`config.mk`:
```
export PLATFORM = sky130hd
export DESIGN_NAME = ic_refill_ctrl
export DESIGN_NICKNAME = d
export VERILOG_FILES = /design/src/rtl/ic_refill_ctrl.sv
export SDC_FILE = /design/constraint.sdc
export NUM_CORES = 1
export LEC_CHECK = 0
export ABC_AREA = 1
export CAP_MARGIN = 10
export CORE_MARGIN = 2
export CORE_UTILIZATION = 45
export CTS_BUF_LIST = sky130_fd_sc_hd__clkbuf_8 sky130_fd_sc_hd__clkbuf_16
export DETAILED_ROUTE_END_ITERATION = 8
export PLACE_DENSITY = 0.65
export SKIP_CTS_REPAIR_TIMING = 1
export SLEW_MARGIN = 25
export SYNTH_ARGS = -nofsm -noshare
export SYNTH_HDL_FRONTEND = slang
export SYNTH_SLANG_ARGS = --single-unit
```
`constraint.sdc`:
```
create_clock -name clk_i -period 8.1 [get_ports clk_i]
set_clock_uncertainty 0.2 [all_clocks]
set_input_delay 1.62 -clock clk_i [delete_from_list [all_inputs] [get_ports clk_i]]
set_output_delay 1.62 -clock clk_i [all_outputs]
set_load 0.03 [all_outputs]
```
`src/rtl/ic_refill_ctrl.sv`:
```
// Instruction-cache refill controller: fetches one block from memory into a
// local buffer, then streams it word by word to the cache under a grant.
module ic_refill_ctrl #(
  parameter int unsigned B = 64,
  parameter int unsigned W = 64
) (
  input  logic          clk_i,
  input  logic          reset_i,
  input  logic          ic_miss_i,
  input  logic [31:0]   miss_addr_i,
  output logic          mem_req_o,
  output logic [31:0]   mem_addr_o,
  input  logic          mem_ack_i,
  input  logic          mem_rvalid_i,
  input  logic [W-1:0]  mem_rdata_i,
  output logic          ic_repl_grant_o,
  output logic [W-1:0]  rep_word_o,
  output logic          refill_done_o,
  output logic          busy_o
);

  localparam int unsigned BEATS = (B * 8) / W;
  localparam int unsigned BW    = (BEATS > 1) ? $clog2(BEATS) : 1;
  localparam logic [BW-1:0] LAST_BEAT = BW'(BEATS - 1);
  localparam logic [31:0]   BLK_MASK  = ~32'(B - 1);

  typedef enum logic [2:0] {
    IDLE,
    REQ,
    FILL,
    STREAM,
    DONE
  } state_t;

  state_t         state, state_nxt;
  logic [BW-1:0]  beat, beat_nxt;
  logic [31:0]    addr, addr_nxt;
  logic           buf_we;
  logic [W-1:0]   buffer [BEATS];

  logic           req_nxt;
  logic [31:0]    mem_addr_nxt;
  logic           grant_nxt;
  logic [W-1:0]   word_nxt;
  logic           done_nxt;
  logic           busy_nxt;

  // Next state, beat/address bookkeeping and next-cycle output values
  always_comb begin
    state_nxt    = state;
    beat_nxt     = beat;
    addr_nxt     = addr;
    buf_we       = 1'b0;
    req_nxt      = 1'b0;
    mem_addr_nxt = '0;
    grant_nxt    = 1'b0;
    word_nxt     = '0;
    done_nxt     = 1'b0;
    busy_nxt     = 1'b0;

    case (state)
      IDLE: begin
        if (ic_miss_i) begin
          addr_nxt  = miss_addr_i & BLK_MASK;
          state_nxt = REQ;
        end
      end
      REQ: begin
        if (mem_ack_i) begin
          beat_nxt  = '0;
          state_nxt = FILL;
        end
      end
      FILL: begin
        if (mem_rvalid_i) begin
          buf_we = 1'b1;
          if (beat == LAST_BEAT) begin
            beat_nxt  = '0;
            state_nxt = STREAM;
          end else begin
            beat_nxt = beat + BW'(1);
          end
        end
      end
      STREAM: begin
        if (beat == LAST_BEAT) begin
          beat_nxt  = '0;
          state_nxt = DONE;
        end else begin
          beat_nxt = beat + BW'(1);
        end
      end
      DONE: begin
        state_nxt = IDLE;
      end
      default: begin
        state_nxt = IDLE;
      end
    endcase

    req_nxt      = (state_nxt == REQ);
    mem_addr_nxt = req_nxt ? addr_nxt : '0;
    grant_nxt    = (state_nxt == STREAM);
    done_nxt     = (state_nxt == DONE);
    busy_nxt     = (state_nxt != IDLE);
    // Single-beat blocks stream the word being written this very cycle
    if (grant_nxt) begin
      word_nxt = (buf_we && (beat == beat_nxt)) ? mem_rdata_i : buffer[beat_nxt];
    end
  end

  always_ff @(posedge clk_i) begin
    if (reset_i) begin
      state           <= IDLE;
      beat            <= '0;
      addr            <= '0;
      mem_req_o       <= 1'b0;
      mem_addr_o      <= '0;
      ic_repl_grant_o <= 1'b0;
      rep_word_o      <= '0;
      refill_done_o   <= 1'b0;
      busy_o          <= 1'b0;
    end else begin
      state           <= state_nxt;
      beat            <= beat_nxt;
      addr            <= addr_nxt;
      mem_req_o       <= req_nxt;
      mem_addr_o      <= mem_addr_nxt;
      ic_repl_grant_o <= grant_nxt;
      rep_word_o      <= word_nxt;
      refill_done_o   <= done_nxt;
      busy_o          <= busy_nxt;
    end
  end

  // Block buffer holds no reset; every entry is rewritten before it is streamed
  always_ff @(posedge clk_i) begin
    if (buf_we) begin
      buffer[beat] <= mem_rdata_i;
    end
  end

endmodule

```
==> Flow_metrics.wiki <==
{| class="wikitable"
! Metric !! Value
|-
| Capture instance of the worst register-to-register path || rep_word_o[45]
|-
| Clock transition time at the flip-flop clock pins of the worst setup and hold paths || approximately 0.06 ns
|-
| Flop-to-flop setup slack || 3.78 ns
|-
| Worst hold-check slack || 0.245 ns
|-
| Layout cells sized above 1 || 6.16%
|-
| DRT antenna net count || 0
|-
| Vias after detailed routing || 17000
|-
| Initial Utilization || 45.5%
|-
| Total negative setup slack || 0 ns
|-
| Layout-stage area growth over the synthesis result || 18.9%
|-
| Die W || 243 um
|-
| Average vias per placed instance || a little over 5
|-
| Insertion delay to the later sink of the worst-skew pair || 0.60 ns
|-
| Flops & latches, synth || 650
|-
| Fill count || roughly 4800
|-
| Final setup violation count || 0
|-
| Nets || 2614
|-
| Class of the worst hold path || reg2reg
|-
| Mean routed wirelength per cell || about 18 um
|-
| Post-placement cell count || around 3200
|-
| Final core occ || roughly 54%
|-
| Cell type with the largest total area after synthesis || edfxtp_1
|-
| Via count of the first global-routing pass || 17100
|-
| Routed wire length || 60000 um
|-
| Max Cap Violations || 0
|-
| Startpoint of the most critical setup path || mem_rvalid_i
|-
| Simple-gate share of the synthesized area || 19.9%
|-
| Highest Clock Rate || 199 MHz
|-
| PD cells || 239 nW/um2
|-
| Chip height || 243 um
|-
| Row Count || 87
|-
| Proportion of netlist area held by the largest area contributor || 60.0%
|-
| Yosys synthesis warning count || 0
|-
| Sequential fraction of the synthesis area || 70.7%
|-
| Count of H-tree levels built during CTS || 3
|-
| Post-placement setup slack || 2.44 ns
|-
| Clock Root Buffer || clkbuf_16
|-
| Sinks on the clock net || 650
|-
| Endpoint of the most critical setup path || rep_word_o[52]
|-
| Compound-Gate Fraction of Synth Area || 1.43%
|-
| Number of synthesized flops with an enable pin || 512
|-
| Peak VDD IR || 0.000198 V
|-
| Maximum fanout count along the critical path || 142
|-
| TritonCTS Buffers || 68
|-
| Hold-critical path depth || 2
|-
| Endpoint kind of the worst setup timing path || register
|-
| Detailed placement HPWL || 30100 um
|-
| Global-route usage over all layers || 20.4%
|-
| Largest net degree at the start of global routing || 213
|-
| Arrival time reported for the critical path endpoint || ~5.3 ns
|-
| Xor/xnor share of the synthesized area || 0%
|-
| Number of instances in the synthesized netlist || 2368
|-
| Proportion of register bits with asynchronous set or reset after synthesis || 0%
|-
| Remaining max-slew budget at the tightest pin || 20.5%
|-
| R2R cell count || 13
|-
| Launch point of the worst reg-to-reg path || beat[1]
|-
| Final RePlAce weighted congestion || roughly 0.74
|-
| Max Buffers Root-to-Sink || 3
|-
| Minimum setup slack in the final design || 3.08 ns
|-
| Wire length of the first global-routing pass || 93900 um
|-
| Unrepaired setup endpoints after global routing || no
|-
| Mapped cell area || 25600 um2
|-
| Dominant combinational cell family by area after synthesis || simple AND/OR/NAND/NOR gates
|-
| Commonest register cell after synthesis || edfxtp_1
|-
| Number of DRC markers in iteration 0 || 1442
|-
| Data required time at the worst endpoint || between 8 and 9 ns
|-
| I/O pin count || 201
|-
| Core ar. || 56400 um2
|-
| Number of nets in the synthesized netlist || 2471
|-
| Adder-cell share of the synthesized area || 0.0976%
|-
| Area of the die || 58900 um2
|-
| Mux share of post-synthesis cell area || 1.02%
|-
| Pre-antenna DRT Iters || 5
|-
| TritonCTS clock tree || yes
|-
| Avg Inst Size Synth || between 10 and 15 um2
|-
| Final Slew Violations || 0
|-
| Number of I/O port buffers || 194
|-
| Fin. Hold Viols || 0
|-
| Startpoint Class || primary input
|-
| Crit share post-route || between 60% and 70%
|-
| Static power due to leakage || 12.3 nW
|-
| Initial antenna violation count || 5
|-
| Final cell count without fillers || 3326
|-
| Remaining global-route overflow || 0
|-
| Critical path class || in2reg
|-
| Netlist cell types || 25
|-
| Slew of the pin with the lowest slew margin || around 1.2 ns
|-
| Synth area leaders || edfxtp_1 60%, dfxtp_1 11%, nand3_1 8.8%, nand2_1 7.7%, inv_1 4.0%
|-
| DRC viols || 0
|-
| Minimum clock period || 5.02 ns
|-
| Run status || completed
|}
cells by family (layout without fill, tap and decap cells):
logic type	count (synthesis)	count (layout)
flops	650	650
compound gates	72	72
fa+ha+maj	2	2
mux	26	26
other cells	0	3
simple gates	1196	1196
buf+inv	422	621
registers in the layout, summed over array words and instances, names as in the netlist:
register and flops:
buffer 512, rep_word_o 64, addr 32, mem_addr_o 32, beat 3, state 3, busy_o 1, ic_repl_grant_o 1
mem_req_o 1, refill_done_o 1
metrics by stage:
step | cell area (um2) | total power [mW]
after floorplan | 25600 | 3.99
after global placement | 28100 | 4.13
after detailed placement | 28100 | 4.15
after CTS | 30500 | 7.35
after global routing | 30500 | 7.54
final | 30500 | 7.28
layout by cell type, fill, tap and decap left out, types with 6 or more instances in the layout:
master / count
buf_4: 23
nor2_4: 7
clkinv_2: 10
a21oi_1: 68
nand2_1: 525
edfxtp_1: 512
clkbuf_8: 9
mux2i_1: 26
inv_1: 283
nor3_1: 14
bufinv_16: 6
nor2_1: 190
dfxtp_1: 138
clkdlybuf4s50_1: 194
clkbuf_16: 73
nand3_1: 448
synth_stat cells (2+ instances only):
master	count
inv_1	274
nor3_1	16
a21oi_1	68
nand3_1	449
o211ai_1	2
clkbuf_1	18
dfxtp_1	138
edfxtp_1	512
inv_2	3
buf_2	117
nor2_1	197
ha_1	2
nand2_1	528
buf_1	3
buf_4	6
mux2i_1	26
layout make-up:
class                   instances  area (um2)  area share (%)
repair buffers                218        2130            7.00
flip-flops and latches        650       18100            59.5
inverters                     277        1050            3.44
clock inverters                44         413            1.35
clock buffers                  82        1950            6.40
well taps                     756         946            3.10
diodes                          3        7.51          0.0246
multi-input cells            1296        5840            19.2
where the power goes:
group	switching (mW)	internal, mW
Combinational	0.286	0.154
Clock	1.29	1.92
Sequential	0.00945	3.63
worst max-delay path, cell delays in order:
cell	delay, ns
clkdlybuf4s50_1	0.57
inv_2	0.05
o21ai_1	0.28
nand3_4	0.56
nand2_8	0.90
buf_4	0.71
nand2_1	0.10
nand2_1	0.08
nand2_1	0.05
nand2_1	0.10
nor2_1	0.05
nor2_1	0.19
layer usage:
| layer | share of wire (%) | global-route usage (%) | up-vias |
|---|---|---|---|
| li1 | - | - | 8144 |
| met1 | 42 | 25.6 | 8258 |
| met2 | 50 | 35.9 | 482 |
| met3 | 6.0 | 3.48 | 109 |
| met4 | 2.3 | 7.09 | 4 |
| met5 | 0.043 | 0 | - |
how the worst min path moves through the flow:
stage               startpoint            end  slack (ns)
floorplan              addr[0]        addr[0]        0.23
global placement       addr[3]        addr[3]        0.23
detailed placement     addr[4]  mem_addr_o[4]        0.24
CTS                    addr[4]  mem_addr_o[4]        0.25
global route           addr[4]  mem_addr_o[4]        0.28
finish                 addr[2]  mem_addr_o[2]        0.25
Power figures use the tool's default switching activity.
